===== config.mk =====
export PLATFORM = sky130hd
export DESIGN_NAME = ls_test_seq
export DESIGN_NICKNAME = d
export VERILOG_FILES = /design/src/rtl/ls_test_seq.sv
export SDC_FILE = /design/constraint.sdc
export NUM_CORES = 1
export LEC_CHECK = 0
export ABC_AREA = 1
export BUFFER_PORTS_ARGS = -buffer_cell sky130_fd_sc_hd__buf_4
export CELL_PAD_IN_SITES_DETAIL_PLACEMENT = 2
export CELL_PAD_IN_SITES_GLOBAL_PLACEMENT = 2
export CORE_MARGIN = 2
export CORE_UTILIZATION = 35
export DETAILED_ROUTE_END_ITERATION = 10
export MAX_ROUTING_LAYER = met4
export PLACE_DENSITY = 0.85
export RECOVER_POWER = 100
export SKIP_CTS_REPAIR_TIMING = 1
export SLEW_MARGIN = 0
export SYNTH_ARGS = -nofsm -noshare
export SYNTH_HDL_FRONTEND = slang
export SYNTH_SLANG_ARGS = --single-unit

===== constraint.sdc =====
create_clock -name CLK -period 4.22 [get_ports CLK]
set_input_delay 0.211 -clock CLK [delete_from_list [all_inputs] [get_ports CLK]]
set_output_delay 0.211 -clock CLK [all_outputs]
set_load 0.02 [all_outputs]

===== src/rtl/ls_test_seq.sv =====
// ----------------------------------------------------------------------------
// ls_test_seq
//   Sequencer for one shift-register upset-test run over NCH DUT chains.
//   A run walks IDLE -> PRIME -> RUN -> DRAIN -> READ -> IDLE:
//     PRIME  PRE_LEN cycles of stimulus to fill the chains, no counting
//     RUN    WIN_LEN cycles with ARM high, per-chain error counting
//     DRAIN  DRN_LEN cycles, pattern continues, counting continues so that
//            errors still in the comparator pipeline are caught
//     READ   the NCH saturating counts are handed out one per handshake
//   Every output is driven straight from a flop.
//
// Ports
//   CLK       system clock, rising edge
//   RST       asynchronous, active-high reset (aborts a run, no DONE)
//   START     single-cycle run request, ignored while busy / in DONE cycle
//   MODE      pattern select, latched on accepted START
//   WIN_LEN   RUN window length in cycles, latched on accepted START
//   ERR_IN    per-chain error strobes, counted in RUN and DRAIN only
//   DATA      stimulus bit to all chains and comparators
//   ARM       comparator enable, high during RUN only
//   BUSY      high in every state except IDLE
//   RD_VALID  readout word valid
//   RD_CH     channel index of the current readout word
//   RD_CNT    error count of channel RD_CH
//   RD_READY  host accepts the word when RD_VALID & RD_READY
//   DONE      one-cycle pulse after the last word is accepted
// ----------------------------------------------------------------------------
module ls_test_seq #(
  parameter int NCH     = 4,
  parameter int CW      = 12,
  parameter int CHW     = 2,
  parameter int PRE_LEN = 8,
  parameter int DRN_LEN = 6
) (
  input  logic           CLK,
  input  logic           RST,
  input  logic           START,
  input  logic [1:0]     MODE,
  input  logic [15:0]    WIN_LEN,
  input  logic [NCH-1:0] ERR_IN,
  output logic           DATA,
  output logic           ARM,
  output logic           BUSY,
  output logic           RD_VALID,
  output logic [CHW-1:0] RD_CH,
  output logic [CW-1:0]  RD_CNT,
  input  logic           RD_READY,
  output logic           DONE
);

  localparam logic [2:0] S_IDLE  = 3'd0;
  localparam logic [2:0] S_PRIME = 3'd1;
  localparam logic [2:0] S_RUN   = 3'd2;
  localparam logic [2:0] S_DRAIN = 3'd3;
  localparam logic [2:0] S_READ  = 3'd4;

  localparam logic [CHW-1:0] LAST_CH  = CHW'(NCH - 1);
  localparam logic [15:0]    PRE_LAST = 16'(PRE_LEN - 1);
  localparam logic [15:0]    DRN_LAST = 16'(DRN_LEN - 1);

  // --------------------------------------------------------------------------
  // State
  // --------------------------------------------------------------------------
  logic [2:0]     state_q, state_d;
  logic [15:0]    timer_q, timer_d;    // cycles left in the current phase, minus one
  logic [1:0]     phase_q, phase_d;    // pattern phase k mod 4
  logic [1:0]     mode_q, mode_d;
  logic [15:0]    win_q, win_d;
  logic [CW-1:0]  cnt_q [NCH];
  logic [CW-1:0]  cnt_d [NCH];
  logic [CHW-1:0] rd_ch_q, rd_ch_d;

  // Output flops
  logic           data_q, data_d;
  logic           arm_q, arm_d;
  logic           busy_q, busy_d;
  logic           rd_valid_q, rd_valid_d;
  logic [CW-1:0]  rd_cnt_q, rd_cnt_d;
  logic           done_q, done_d;

  logic           count_en;
  logic           active_d;

  // Stimulus bit for a given mode and phase. Checkerboard is 1 on even
  // phases, the 1,1,0,0 pattern is 1 while bit 1 of the phase is clear.
  function automatic logic pat_bit(input logic [1:0] mode, input logic [1:0] k);
    logic b;
    case (mode)
      2'b00:   b = 1'b0;
      2'b01:   b = 1'b1;
      2'b10:   b = ~k[0];
      default: b = ~k[1];
    endcase
    return b;
  endfunction

  // --------------------------------------------------------------------------
  // Next-state logic
  // --------------------------------------------------------------------------
  always_comb begin
    // NOTE: every signal written here gets a default first, so no path can
    // leave one unassigned and infer a latch.
    state_d  = state_q;
    timer_d  = timer_q;
    phase_d  = phase_q;
    mode_d   = mode_q;
    win_d    = win_q;
    cnt_d    = cnt_q;
    rd_ch_d  = rd_ch_q;
    done_d   = 1'b0;
    count_en = 1'b0;

    case (state_q)
      S_IDLE: begin
        // A START landing in the DONE cycle belongs to the finished run.
        if (START && !done_q) begin
          state_d = S_PRIME;
          mode_d  = MODE;
          win_d   = WIN_LEN;
          timer_d = PRE_LAST;
          phase_d = 2'd0;
          rd_ch_d = '0;
          for (int i = 0; i < NCH; i++) cnt_d[i] = '0;
        end
      end

      S_PRIME: begin
        phase_d = phase_q + 2'd1;
        if (timer_q == 16'd0) begin
          if (win_q == 16'd0) begin
            state_d = S_DRAIN;
            timer_d = DRN_LAST;
          end else begin
            state_d = S_RUN;
            timer_d = win_q - 16'd1;
          end
        end else begin
          timer_d = timer_q - 16'd1;
        end
      end

      S_RUN: begin
        count_en = 1'b1;
        phase_d  = phase_q + 2'd1;
        if (timer_q == 16'd0) begin
          state_d = S_DRAIN;
          timer_d = DRN_LAST;
        end else begin
          timer_d = timer_q - 16'd1;
        end
      end

      S_DRAIN: begin
        count_en = 1'b1;
        phase_d  = phase_q + 2'd1;
        if (timer_q == 16'd0) begin
          state_d = S_READ;
          rd_ch_d = '0;
        end else begin
          timer_d = timer_q - 16'd1;
        end
      end

      S_READ: begin
        if (rd_valid_q && RD_READY) begin
          if (rd_ch_q == LAST_CH) begin
            state_d = S_IDLE;
            rd_ch_d = '0;
            done_d  = 1'b1;
          end else begin
            rd_ch_d = rd_ch_q + CHW'(1);
          end
        end
      end

      default: state_d = S_IDLE;
    endcase

    // Saturating per-chain error counters; hold at all-ones, never wrap.
    if (count_en) begin
      for (int i = 0; i < NCH; i++) begin
        if (ERR_IN[i] && (cnt_q[i] != {CW{1'b1}})) cnt_d[i] = cnt_q[i] + CW'(1);
      end
    end
  end

  // --------------------------------------------------------------------------
  // Output next values, derived from the next state so the flops present the
  // outputs of a state in the same cycle the state is entered.
  // --------------------------------------------------------------------------
  always_comb begin
    active_d   = (state_d == S_PRIME) || (state_d == S_RUN) || (state_d == S_DRAIN);
    data_d     = active_d ? pat_bit(mode_d, phase_d) : 1'b0;
    arm_d      = (state_d == S_RUN);
    busy_d     = (state_d != S_IDLE);
    rd_valid_d = (state_d == S_READ);
    rd_cnt_d   = rd_valid_d ? cnt_d[rd_ch_d] : '0;
  end

  // --------------------------------------------------------------------------
  // Registers
  // --------------------------------------------------------------------------
  always_ff @(posedge CLK or posedge RST) begin
    if (RST) begin
      state_q    <= S_IDLE;
      timer_q    <= '0;
      phase_q    <= '0;
      mode_q     <= '0;
      win_q      <= '0;
      rd_ch_q    <= '0;
      // NOTE: the counter array is only NCH words of flops, so it is reset
      // with everything else; an aborted run never leaks stale counts.
      for (int i = 0; i < NCH; i++) cnt_q[i] <= '0;
      data_q     <= 1'b0;
      arm_q      <= 1'b0;
      busy_q     <= 1'b0;
      rd_valid_q <= 1'b0;
      rd_cnt_q   <= '0;
      done_q     <= 1'b0;
    end else begin
      // NOTE: non-blocking assignments keep every flop updating from the
      // values present before the edge, independent of statement order.
      state_q    <= state_d;
      timer_q    <= timer_d;
      phase_q    <= phase_d;
      mode_q     <= mode_d;
      win_q      <= win_d;
      rd_ch_q    <= rd_ch_d;
      cnt_q      <= cnt_d;
      data_q     <= data_d;
      arm_q      <= arm_d;
      busy_q     <= busy_d;
      rd_valid_q <= rd_valid_d;
      rd_cnt_q   <= rd_cnt_d;
      done_q     <= done_d;
    end
  end

  assign DATA     = data_q;
  assign ARM      = arm_q;
  assign BUSY     = busy_q;
  assign RD_VALID = rd_valid_q;
  assign RD_CH    = rd_ch_q;
  assign RD_CNT   = rd_cnt_q;
  assign DONE     = done_q;

endmodule


==> results.txt <==
Worst-Skew Late Latency - 370 ps
Critical Path RT - 4480 ps
Mapped Cells - 943
Final net count - 1,013
Startpoint class of the critical path - flip-flop
Fraction of met3 tracks used by global routing - 2.72%
H-Tree Depth - 3
Static leakage - 3.53 nW
Nets in the synthesized netlist - 978
Clk sinks - 106
Pre-antenna DRT Iters - 4
Clock transition at path regs - 80 ps
Count of cell types in the netlist - 35
Minimum period implied by the final worst setup slack - 3060 ps
Average wire per cell in the routed design - 18.2 um
Peak fanout along the critical path - 34
Count of input and output buffers - 44
Most used DFF post-synth - sky130_fd_sc_hd__dfrtp_1
Layout filler cell count - 2,256
Violated checks - max-capacitance violations, max-slew violations
Setup repair after global routing missed its margin - no
Total negative setup slack - 0 ps
Multi-input combinational cell area - 3300 sq um
Max-slew violations - 28
Final-report hold violation count - 0
Layout cell share with drive strength beyond 1 - 6.41%
Worst Hold Depth - 3
Crit Reg-Reg Startpoint - state_q[0]$_DFF_PP0_
Reg-to-reg setup timing slack - 1160 ps
Total Die Area - 19,800 sq um
Classification of the worst setup path - flip-flop to flip-flop
Antenna violations before repair - 0
Floorplan core area - 18,500 sq um
Number of enable flip-flop cells after synthesis - 0
Tightest slew margin relative to the limit - -6.59%
1st-iter DRT viols - 356
Detailed-route via count - 6,273
Final weighted congestion in routability-driven placement - 0.861
Antenna Diode Count - 0
Non-filler instance count after layout - 1,217
Flip-flop and latch count after synthesis - 106
Global route overflow - 0
Category of the worst setup path capture point - flip-flop
Critical Path AT - 3320 ps
Kind of path behind the tightest hold check - input port to flip-flop
Highest-count cells in the layout ignoring fill and taps - 308 x sky130_fd_sc_hd__nand2_1, 120 x sky130_fd_sc_hd__nor2_1, 106 x sky130_fd_sc_hd__dfrtp_1, 106 x sky130_fd_sc_hd__inv_1, 96 x sky130_fd_sc_hd__nand3_1
Global router's overall resource usage - 24.1%
Worst hold slack after final layout - 43.2 ps
DRC violations left - 0
Total chip power - 3.87 mW
X dimension of the die - 141 um
Most used routing layer in global routing - met2
Run status - finished with violations
Pwr/cell area - 534 nW/um^2
Period utilisation layout - 72.6%
TritonCTS clock tree - yes
Post-detail-place hpwl - 16,300 um
Number of endpoints failing setup at the final stage - 0
Most common library cell in the layout ignoring fill and taps - sky130_fd_sc_hd__nand2_1
Cell total after placement - 1,201
Async set or reset register ratio after synthesis - 100%
Syn avg cell area - 6.94 sq um
Longest Clk Path Bufs - 2
Die outline height - 141 um
Hold path startpoint - WIN_LEN[6]
Yosys Warn Count - 0
Starting Density - 35.3%
Pin count of the biggest net entering global routing - 81
IO Pins - 45
Endpoint of the worst register-to-register path - RD_CNT[9]$_DFF_PP0_
Wire length of the first global-routing pass - 36,700 um
R2R depth - 10
Root Buffer - sky130_fd_sc_hd__clkbuf_16
Storage cell area - 2650 sq um
Met1 capacity usage during global routing - 33.5%
Number of CTS-inserted buffers - 9
Largest vdd supply drop - 213 uV
Post-route antenna net violation count - 0
Met2 demand-to-capacity share in global routing - 38.4%
Max-cap violation count - 1
Synthesized cell area - 6540 sq um
Average via count per standard cell - 5.15
Pin slew with the least headroom to its limit - 1600 ps
Number of global-route vias before repair - 6,726
Final Routed Wirelength - 22,100 um
Post-synthesis sequential area ratio - 40.5%
Post-route clock skew - 10.0 ps
Area growth from synthesis to layout - 10.7%
Maximum clock frequency - 326 MHz
Site row count - 50
Worst Hold Path EP - win_q[6]$_DFFE_PP0P_
==> layout make-up <==
class	instances	share of cell area [%]
repair buffers	46	3.68
multi-input cells	704	45.6
flip-flops and latches	106	36.6
clock inverters	7	1.16
inverters	111	5.79
well taps	234	4.04
clock buffers	9	3.11
==> cell usage after synthesis (2+ instances only) <==
library cell               instances  area [sq um]
sky130_fd_sc_hd__a21oi_1          10          50.1
sky130_fd_sc_hd__a22oi_1           3          22.5
sky130_fd_sc_hd__and2_1            2          12.5
sky130_fd_sc_hd__buf_2             7          35.0
sky130_fd_sc_hd__buf_4             8          60.1
sky130_fd_sc_hd__buf_6             3          33.8
sky130_fd_sc_hd__clkbuf_1          4          15.0
sky130_fd_sc_hd__dfrtp_1         106          2650
sky130_fd_sc_hd__ha_1              9           113
sky130_fd_sc_hd__inv_1           100           375
sky130_fd_sc_hd__inv_2            11          41.3
sky130_fd_sc_hd__nand2_1         300          1130
sky130_fd_sc_hd__nand2_2          11          68.8
sky130_fd_sc_hd__nand3_1          94           470
sky130_fd_sc_hd__nand3_2           4          40.0
sky130_fd_sc_hd__nand3b_1          2          15.0
sky130_fd_sc_hd__nand4_1          11          68.8
sky130_fd_sc_hd__nor2_1          120           450
sky130_fd_sc_hd__nor2_2            7          43.8
sky130_fd_sc_hd__nor3_1            6          30.0
sky130_fd_sc_hd__o211ai_1          2          15.0
sky130_fd_sc_hd__o21ai_0          56           280
sky130_fd_sc_hd__o21ai_1          18          90.1
sky130_fd_sc_hd__xnor2_1          12           105
sky130_fd_sc_hd__xor2_1           27           236
==> worst max path at each step <==
stage | slack, ps | end | startpoint
after floorplan | 1220 | ARM$_DFF_PP0_ | RST
after global placement | 1840 | RD_CNT[9]$_DFF_PP0_ | state_q[0]$_DFF_PP0_
after detailed placement | 1770 | RD_CNT[9]$_DFF_PP0_ | state_q[0]$_DFF_PP0_
after CTS | 1680 | timer_q[4]$_DFFE_PP0P_ | timer_q[0]$_DFFE_PP0P_
after global routing | 770 | DATA$_DFF_PP0_ | state_q[0]$_DFF_PP0_
final | 1160 | RD_CNT[9]$_DFF_PP0_ | state_q[0]$_DFF_PP0_
==> report_power, final <==
part	leakage (nW)	internal, mW	switching, mW	total [mW]
Combinational	1.96	0.432	1.07	1.50
Clock	0.154	0.475	0.446	0.921
Sequential	1.42	1.23	0.213	1.45
Total	3.53	2.14	1.73	3.87
==> per-layer routing <==
metal / vias to the layer above / part of all wire, %
met3: 15 / 1.9
li1: 3039 / -
met4: 0 / 1.3
met1: 3165 / 49
met2: 54 / 48
met5: - / 0
==> sequential cells by signal (all words and copies together) (netlist names), 2 cells and up <==
register,cells
RD_CH,2
RD_CNT,12
cnt_q,48
mode_q,2
phase_q,2
state_q,3
timer_q,16
win_q,16
==> metrics by stage <==
stage	area, sq um	util, %	setup WS [ps]
CTS	7350	39.7	1680
floorplan	6540	-	1220
finish	7240	39.1	1160
global route	7240	39.1	767
global placement	7040	38.0	1840
detailed placement	7040	38.0	1770
==> logic make-up (layout without fill, tap and decap cells) <==
logic type	Yosys count	in the layout	synth area share, %
and+or+nand+nor	562	562	36.3
AOI/OAI and AO/OA	94	94	7.67
xor gates and xnor gates	39	39	5.22
adders and majority gates	9	9	1.72
DFF	106	106	40.5
buffers and inverters	133	173	8.57
==> critical path, stage by stage, from the launching register on <==
cell and delay [ps]:
sky130_fd_sc_hd__dfrtp_1 430, sky130_fd_sc_hd__inv_1 160, sky130_fd_sc_hd__nand2_1 90, sky130_fd_sc_hd__nor2_1 130, sky130_fd_sc_hd__nand2_1 470, sky130_fd_sc_hd__inv_1 870, sky130_fd_sc_hd__nor2_1 70, sky130_fd_sc_hd__o21ai_0 430
sky130_fd_sc_hd__nor2_1 110, sky130_fd_sc_hd__nor2_1 130, sky130_fd_sc_hd__nor2_1 60
Note: power is estimated with default switching activity, not from simulation.
